<file path="config.mk">
export PLATFORM = sky130hd
export DESIGN_NAME = fetch_pc_unit_flat
export DESIGN_NICKNAME = d
export VERILOG_FILES = /design/src/rtl/fetch_pc_unit_if.sv /design/src/rtl/fetch_pc_unit.sv /design/src/flat_wrapper.sv
export SDC_FILE = /design/constraint.sdc
export NUM_CORES = 1
export LEC_CHECK = 0
export CELL_PAD_IN_SITES_DETAIL_PLACEMENT = 0
export CELL_PAD_IN_SITES_GLOBAL_PLACEMENT = 2
export CORE_MARGIN = 3
export CORE_UTILIZATION = 28
export DETAILED_ROUTE_END_ITERATION = 12
export PLACE_DENSITY_LB_ADDON = 0.1
export SLEW_MARGIN = 5
export SYNTH_ARGS = -nofsm -noshare
export SYNTH_HDL_FRONTEND = slang
export SYNTH_SLANG_ARGS = --single-unit
</file>
<file path="constraint.sdc">
create_clock -name clk -period 4.2 [get_ports clk]
set_clock_uncertainty 0.05 [all_clocks]
set_input_delay 0.84 -clock clk [delete_from_list [all_inputs] [get_ports clk]]
set_output_delay 0.84 -clock clk [all_outputs]
set_load 0.01 [all_outputs]
</file>
<file path="src/rtl/fetch_pc_unit_if.sv">
// Fetch-stage bus: hazard/ID-stage control into the PC unit, IM address and IF/ID registers out.
// The slave modport is the fetch unit; the master modport is the surrounding pipeline (or bench).
interface fetch_pc_unit_if;
  logic        stall;
  logic [31:0] instr_if;
  logic [31:0] pc_if;
  logic [1:0]  npc_sel;
  logic        br_taken;
  logic [31:0] imm32_id;
  logic [31:0] jr_target;
  logic [31:0] instr_id;
  logic [31:0] pc_id;
  logic [31:0] pc8_id;
  logic        fetch_err;

  modport master (
    output stall, instr_if, npc_sel, br_taken, imm32_id, jr_target,
    input  pc_if, instr_id, pc_id, pc8_id, fetch_err
  );

  modport slave (
    input  stall, instr_if, npc_sel, br_taken, imm32_id, jr_target,
    output pc_if, instr_id, pc_id, pc8_id, fetch_err
  );
endinterface

</file>
<file path="src/rtl/fetch_pc_unit.sv">
// MIPS IF stage: PC register, next-PC select from ID-stage redirects, IF/ID register; delay slot kept.
// Optional macro FETCH_ALIGN_CHECK_EN adds a sticky misaligned-target flag on fetch_err.
module fetch_pc_unit #(
  parameter logic [31:0] RESET_PC = 32'h0000_3000
) (
  input logic           clk,
  input logic           reset,
  fetch_pc_unit_if.slave bus
);
  localparam logic [1:0] SEL_SEQ = 2'b00, SEL_BR = 2'b01, SEL_J = 2'b10, SEL_JR = 2'b11;

  logic [31:0] pc, pc_d, instr_d, pc8_d;
  logic [31:0] npc, seq_pc, br_pc, j_pc;

  // Redirect targets are formed from the instruction in ID, not the one being fetched.
  assign seq_pc = pc + 32'd4;
  assign br_pc  = pc_d + 32'd4 + {bus.imm32_id[29:0], 2'b00};
  assign j_pc   = {pc_d[31:28], instr_d[25:0], 2'b00};

  always_comb begin
    npc = seq_pc;
    case (bus.npc_sel)
      SEL_SEQ: npc = seq_pc;
      SEL_BR:  npc = bus.br_taken ? br_pc : seq_pc;
      SEL_J:   npc = j_pc;
      SEL_JR:  npc = bus.jr_target;
      default: npc = seq_pc;
    endcase
  end

  always_ff @(posedge clk) begin
    if (reset) begin
      pc      <= RESET_PC;
      instr_d <= 32'd0;
      pc_d    <= 32'd0;
      pc8_d   <= 32'd8;
    end else if (!bus.stall) begin
      pc      <= npc;
      instr_d <= bus.instr_if;
      pc_d    <= pc;
      pc8_d   <= pc + 32'd8;
    end
  end

  assign bus.pc_if    = pc;
  assign bus.instr_id = instr_d;
  assign bus.pc_id    = pc_d;
  assign bus.pc8_id   = pc8_d;

`ifdef FETCH_ALIGN_CHECK_EN
  logic err;
  // Only jr/jalr can produce a misaligned target; the PC still takes the raw value.
  always_ff @(posedge clk) begin
    if (reset)
      err <= 1'b0;
    else if (!bus.stall && (npc[1:0] != 2'b00))
      err <= 1'b1;
  end
  assign bus.fetch_err = err;
`else
  assign bus.fetch_err = 1'b0;
`endif
endmodule

</file>
<file path="src/flat_wrapper.sv">
// flat-port wrapper written by rule: the top's interface ports become plain ports
module fetch_pc_unit_flat 
#(
  parameter logic [31:0] RESET_PC = 32'h0000_3000
)
  (clk, reset, bus_stall, bus_instr_if, bus_npc_sel, bus_br_taken, bus_imm32_id, bus_jr_target, bus_pc_if, bus_instr_id, bus_pc_id, bus_pc8_id, bus_fetch_err);
  fetch_pc_unit_if bus_i ();
  input logic clk;
  input logic reset;
  input wire logic [$bits(bus_i.stall)-1:0] bus_stall;
  input wire logic [$bits(bus_i.instr_if)-1:0] bus_instr_if;
  input wire logic [$bits(bus_i.npc_sel)-1:0] bus_npc_sel;
  input wire logic [$bits(bus_i.br_taken)-1:0] bus_br_taken;
  input wire logic [$bits(bus_i.imm32_id)-1:0] bus_imm32_id;
  input wire logic [$bits(bus_i.jr_target)-1:0] bus_jr_target;
  output wire logic [$bits(bus_i.pc_if)-1:0] bus_pc_if;
  output wire logic [$bits(bus_i.instr_id)-1:0] bus_instr_id;
  output wire logic [$bits(bus_i.pc_id)-1:0] bus_pc_id;
  output wire logic [$bits(bus_i.pc8_id)-1:0] bus_pc8_id;
  output wire logic [$bits(bus_i.fetch_err)-1:0] bus_fetch_err;
  assign bus_i.stall = bus_stall;
  assign bus_i.instr_if = bus_instr_if;
  assign bus_i.npc_sel = bus_npc_sel;
  assign bus_i.br_taken = bus_br_taken;
  assign bus_i.imm32_id = bus_imm32_id;
  assign bus_i.jr_target = bus_jr_target;
  assign bus_pc_if = bus_i.pc_if;
  assign bus_instr_id = bus_i.instr_id;
  assign bus_pc_id = bus_i.pc_id;
  assign bus_pc8_id = bus_i.pc8_id;
  assign bus_fetch_err = bus_i.fetch_err;
  fetch_pc_unit #(.RESET_PC(RESET_PC)) u_core (.clk(clk), .reset(reset), .bus(bus_i));
endmodule
</file>
==> metrics.cfg, run 1 <==
[setup_path]
r2r-end=u_core.bus.pc_if[25]$_SDFFE_PP0N_
end_kind=flop
worstPathMaxFanout=4
cp_data_required_time_ns=4.50
r2r_start=u_core.bus.pc8_id[2]$_SDFFE_PP0N_
rrSetupSlack_ns=0.89
path_class=in2reg
cp_data_arrival_time_ns=4.07
startpoint=bus_imm32_id[0]
r2r_cells=13
start_kind=primary input

[timing]
setup_tns_ns=0
min_period_ns=3.767
slew_viol_final=0
maxSlewHeadroom=0.3342
rsz0062_at_grt=no
tightest_slew_ns=0.9987
holdWs_ns=0.4396
setup_viol=0
period_share=0.8969
max_freq_mhz=265.5
hold_viol=0

[final_layout]
nFillCells=3156
n_antenna_cell=0
nets=1426
drive_gt1_frac=0.07518
regArea_sq_um=2502
multiInputGateArea_sq_um=5609
synthToLayoutAreaGrowth_pct=36.76

[logic_synthesis]
synth_seq_cells=125
synth_top_area_cell=dfxtp_1
yosys_warnings=0
ys.flop_type=dfxtp_1
yosys-top-cells-count=nor2_1, dfxtp_1, mux2i_1, a21oi_1, nand2_1
synth_area_leaders=dfxtp_1, mux2i_1, ha_1
synth_edf_count=0
postSynthCellCount=1072
synth_most_common_cell=nor2_1
postSynthAreaPerCell_sq_um=8.017
mappedNetlistArea_sq_um=8594
seq_area_frac_synth=0.2912
yosysTopAreaCellShare=0.2912
yosysUniqueCellTypes=76
syn_nets=1234
async_reset_ff_frac=0

[clock_tree]
cts.sinks=125
cts_setup_buffers=0
ctsResizeCount=0
clock_latency_ns=0.43
clk_pin_slew_worst_paths_ns=0.06
tritoncts=built
cts-root-buf=clkbuf_16
hold_buffers=0
numCtsBuffers=17
clock_path_buffers=2
htreeDepth=4

[routing]
drt-wirelength-per-cell_um=20.18
first_pass_iters=5
vias_per_cell=5.142
drt-total-wl_um=33640
drtIter0Drc=459
drc=0
via_count=8572
ant_nets=0

[placed_design]
dp_hpwl_um=25370
io_buffers=227
gp_congestion=0.8621

[grt]
grt_pass1_wl_um=51540
grt_pass1_vias=8378
grt_overflow_total=0
antenna_found_initial=0
grt_util_all_layers=0.2000
grt_max_degree=90

[worst_hold_path]
hold_path_class=reg2reg
hold_path_end=u_core.bus.pc8_id[16]$_SDFFE_PP0N_
min_from=u_core.bus.pc8_id[16]$_SDFFE_PP0N_
min_path_cells=2

[floorplan]
start_util=0.2869
rows=63
coreArea_sq_um=29950
die-area_sq_um=32830
die_x_um=181.2
num_io_pins=231
die_height_um=181.2

[pwr]
power.total_mw=3.671
max-vdd-ir-drop_uv=225.4
leakagePower_nw=4.660
p_per_area_nw_per_um2=312.3

[job]
maxCapViolations=0

[status]
outcome=finished, final reports clean

[worst max-delay path: stages]
cell and delay (ns):
clkdlybuf4s50_1 0.45, inv_1 0.04, ha_1 0.17, inv_1 0.06, ha_1 0.18, inv_1 0.07
fa_1 0.42, nor2b_1 0.18, o31a_1 0.29, o31ai_2 0.13, o221a_4 0.27, or4_4 0.53
a211o_1 0.30, a21oi_1 0.13
[kinds of logic (layout without fill, tap and decap cells)]
kind of cell	Yosys count	in the layout	share of synthesized area
simple gates	382	382	0.2053
compound gates	239	239	0.1833
flops	125	125	0.2912
buf+inv	109	314	0.05619
mux	97	97	0.1153
fa+ha+maj	60	60	0.08822
xor+xnor	59	59	0.06013
other cells	1	1	0.0004363
[how the worst max path moves through the flow]
stage	endpoint	slack, ns	cells after the start
6_report	u_core.bus.pc_if[25]$_SDFFE_PP0N_	0.43	14
3_3_place_gp	u_core.bus.pc_if[25]$_SDFFE_PP0N_	0.05	14
5_1_grt	u_core.bus.pc_if[25]$_SDFFE_PP0N_	0.27	14
4_1_cts	u_core.bus.pc_if[25]$_SDFFE_PP0N_	0.48	14
3_5_place_dp	u_core.bus.pc_if[25]$_SDFFE_PP0N_	0.05	14
2_1_floorplan	u_core.bus.pc_if[25]$_SDFFE_PP0N_	0.81	11
[layout by cell type (no fill, tap or decap), types with 4 or more instances in the layout]
master | Yosys | final
nand4_1 | 22 | 22
o21ai_0 | 40 | 40
ha_1 | 59 | 59
buf_4 | 6 | 26
clkbuf_16 | 0 | 17
nor4_1 | 6 | 6
inv_1 | 28 | 28
a221oi_1 | 18 | 18
and3_1 | 7 | 7
nor3_1 | 21 | 21
clkdlybuf4s50_1 | 0 | 223
or2_2 | 7 | 7
nor2_1 | 167 | 167
nor2b_1 | 17 | 17
o32ai_1 | 4 | 4
xor2_1 | 15 | 15
a21o_1 | 12 | 12
a31oi_1 | 5 | 5
mux2_2 | 16 | 16
nand2_1 | 72 | 72
or3_1 | 7 | 7
inv_6 | 0 | 6
o21a_1 | 6 | 6
a211oi_1 | 20 | 20
nand2b_1 | 6 | 6
nand3_1 | 32 | 32
xnor2_1 | 44 | 44
a211o_1 | 7 | 7
mux2i_1 | 81 | 81
dfxtp_1 | 125 | 125
a21oi_1 | 79 | 79
o22ai_1 | 9 | 9
[routing by layer]
layer  global-route usage  share of wire
met2               0.3108           0.45
met4              0.05119          0.014
met5                    0              0
met1               0.2885           0.49
met3              0.03181          0.044
[metrics by stage]
stage	util	setup WS [ns]	area (sq um)	std cells
final	0.3924	0.4330	11750	1667
after global routing	0.3924	0.2700	11750	1667
after CTS	0.3924	0.4790	11750	1667
after detailed placement	0.3731	0.04901	11180	1635
after global placement	0.3731	0.04893	11180	1635
after floorplan	-	0.8144	8594	1072
[power breakdown]
part	internal, mW	switching, mW	total (mW)	leakage (nW)
Sequential	1.25	0.0948	1.35	1.02
Combinational	0.407	0.422	0.829	3.36
Clock	0.836	0.661	1.50	0.279
Total	2.49	1.18	3.67	4.66
[layout make-up]
class / instances / share of cell area
multi-input combinational: 838 / 0.4772
clock inverter: 15 / 0.01288
clock buffer: 17 / 0.03619
sequential: 125 / 0.2129
timing repair buffer: 253 / 0.2100
inverter: 29 / 0.009261
tap: 390 / 0.04152
[flip-flops by register name (all words and copies together) (netlist names)]
name,flops
u_core.bus.pc_id,29
u_core.bus.pc_if,32
u_core.bus.pc8_id,32
u_core.bus.instr_id,32
(Power assumes the default switching activity.)
==> run 2: changes to the inputs <==
Settings changed: RECOVER_POWER set to 25.
==> metrics.cfg, run 2 (synthesis results as in run 1) <==
[timing]
setup_viol=0  ; unchanged
tightest_slew_ns=2.146  ; +1.147 ns
min_period_ns=3.777  ; +0.009983 ns
maxSlewHeadroom=-0.4306  ; -0.7648
slew_viol_final=172  ; +172
max_freq_mhz=264.8  ; -0.26%
period_share=0.8993  ; +0.002377
rsz0062_at_grt=no
hold_viol=0  ; unchanged
setup_tns_ns=0  ; unchanged

[status]
outcome=finished with violations
violations=capacitance limit, slew limit

[clock_tree]
cts.sinks=125  ; unchanged
ctsResizeCount=0  ; unchanged
cts-root-buf=clkbuf_16
hold_buffers=0  ; unchanged
clk_pin_slew_worst_paths_ns=0.06  ; about the same
cts_setup_buffers=0  ; unchanged
numCtsBuffers=17  ; unchanged
clock_latency_ns=0.43  ; about the same
clock_path_buffers=2  ; unchanged
tritoncts=built
htreeDepth=4  ; unchanged

[placed_design]
gp_congestion=0.8621  ; unchanged
dp_hpwl_um=25370  ; unchanged
io_buffers=227  ; unchanged

[setup_path]
slowest_stage=or4_4
cp_top_family=compound AO/OA/AOI/OAI gates
path_cells=clkdlybuf4s50_1 -> inv_1 -> ha_1 -> inv_1 -> ha_1 -> inv_1 -> fa_1 -> nor2b_1 -> o31a_1 -> o31ai_2 -> o221a_4 -> or4_4 -> a211o_1 -> a21oi_1
start_kind=primary input
path_class=in2reg
worstPathMaxFanout=4  ; unchanged
critPathBufInv=4  ; unchanged
cp_data_arrival_time_ns=4.08  ; about the same
end_kind=flop
cp_slowest_stage_delay_ns=0.53  ; about the same
cp_data_required_time_ns=4.50  ; about the same
crit_top_cell=inv_1

[grt]
grt_util_all_layers=0.2000  ; unchanged
grt_pass1_vias=8378  ; unchanged
grt_pass1_wl_um=51540  ; unchanged
antenna_found_initial=0  ; unchanged
grt_overflow_total=0  ; unchanged
grt_max_degree=90  ; unchanged

[floorplan]
die_height_um=181.2  ; unchanged
num_io_pins=231  ; unchanged
die-area_sq_um=32830  ; unchanged
die_x_um=181.2  ; unchanged
coreArea_sq_um=29950  ; unchanged
rows=63  ; unchanged
start_util=0.2869  ; unchanged

[routing]
vias_per_cell=5.130  ; -0.23%
via_count=8552  ; -0.23%
drt-total-wl_um=33710  ; +0.19%
drt-wirelength-per-cell_um=20.22  ; +0.19%
ant_nets=0  ; unchanged
drc=0  ; unchanged
first_pass_iters=5  ; unchanged
drtIter0Drc=487  ; +6.1%

[pwr]
power.total_mw=3.675  ; +0.11%
leakagePower_nw=4.650  ; -0.22%
max-vdd-ir-drop_uv=225.7  ; +0.15%
p_per_area_nw_per_um2=313.3  ; +0.31%

[final_layout]
final_cell_mix=clkdlybuf4s50_1, nor2_1, dfxtp_1, mux2i_1, a21oi_1
final_common_cell=clkdlybuf4s50_1
regArea_sq_um=2502  ; unchanged
nFillCells=3160  ; +0.13%
multiInputGateArea_sq_um=5609  ; unchanged
synthToLayoutAreaGrowth_pct=36.48
nets=1426  ; unchanged
drive_gt1_frac=0.07439  ; -0.0007831
n_antenna_cell=0  ; unchanged

[worst_hold_path]
hold_path_class=reg2reg

[job]
maxCapViolations=2  ; +2

## run 2: path summary, 6_finish.rpt
kind,from,end,slack (ns),cells past startpoint
hold reg to reg,u_core.bus.pc8_id[16]$_SDFFE_PP0N_,u_core.bus.pc8_id[16]$_SDFFE_PP0N_,0.44,2
setup reg to reg,u_core.bus.pc8_id[2]$_SDFFE_PP0N_,u_core.bus.pc_if[25]$_SDFFE_PP0N_,0.88,13
hold / removal,u_core.bus.pc8_id[16]$_SDFFE_PP0N_,u_core.bus.pc8_id[16]$_SDFFE_PP0N_,0.44,2
setup / recovery,bus_imm32_id[0],u_core.bus.pc_if[25]$_SDFFE_PP0N_,0.42,14
## run 2: area by class of cell
cell class              count  area share
multi-input cells         838      0.4782
inverters                  29    0.009280
flip-flops and latches    125      0.2133
clock buffers              17     0.03627
clock inverters            15     0.01291
well taps                 390     0.04160
repair buffers            253      0.2084
## run 2: report_power, final
| part | switching [mW] | leakage, nW | total (mW) | internal [mW] |
|---|---|---|---|---|
| clock network | 0.662 | 0.279 | 1.50 | 0.836 |
| registers | 0.0953 | 1.02 | 1.35 | 1.25 |
| logic | 0.422 | 3.35 | 0.831 | 0.408 |
## run 2: routing by layer
layer,GRT usage,up-vias,part of all wire
met4,0.05119,0,0.014
met1,0.2885,4087,0.49
met3,0.03181,28,0.042
li1,-,4226,-
met5,0,-,0
met2,0.3108,211,0.45
## run 2: tightest hold or removal path: stages, from the launching register on
cell     delay (ns)
dfxtp_1        0.33
a21oi_1        0.06
nor2_1         0.07
## run 2: through the flow
stage	utilization	instance area, sq um	setup WS (ns)	cells	hold WS (ns)
3_3_place_gp	0.3731	11180	0.04893	1635	0.4187
5_1_grt	0.3916	11730	0.2700	1667	0.4720
3_5_place_dp	0.3731	11180	0.04901	1635	0.4303
2_1_floorplan	-	8594	0.8144	1072	0.4562
4_1_cts	0.3924	11750	0.4790	1667	0.4402
6_report	0.3916	11730	0.4230	1667	0.4392
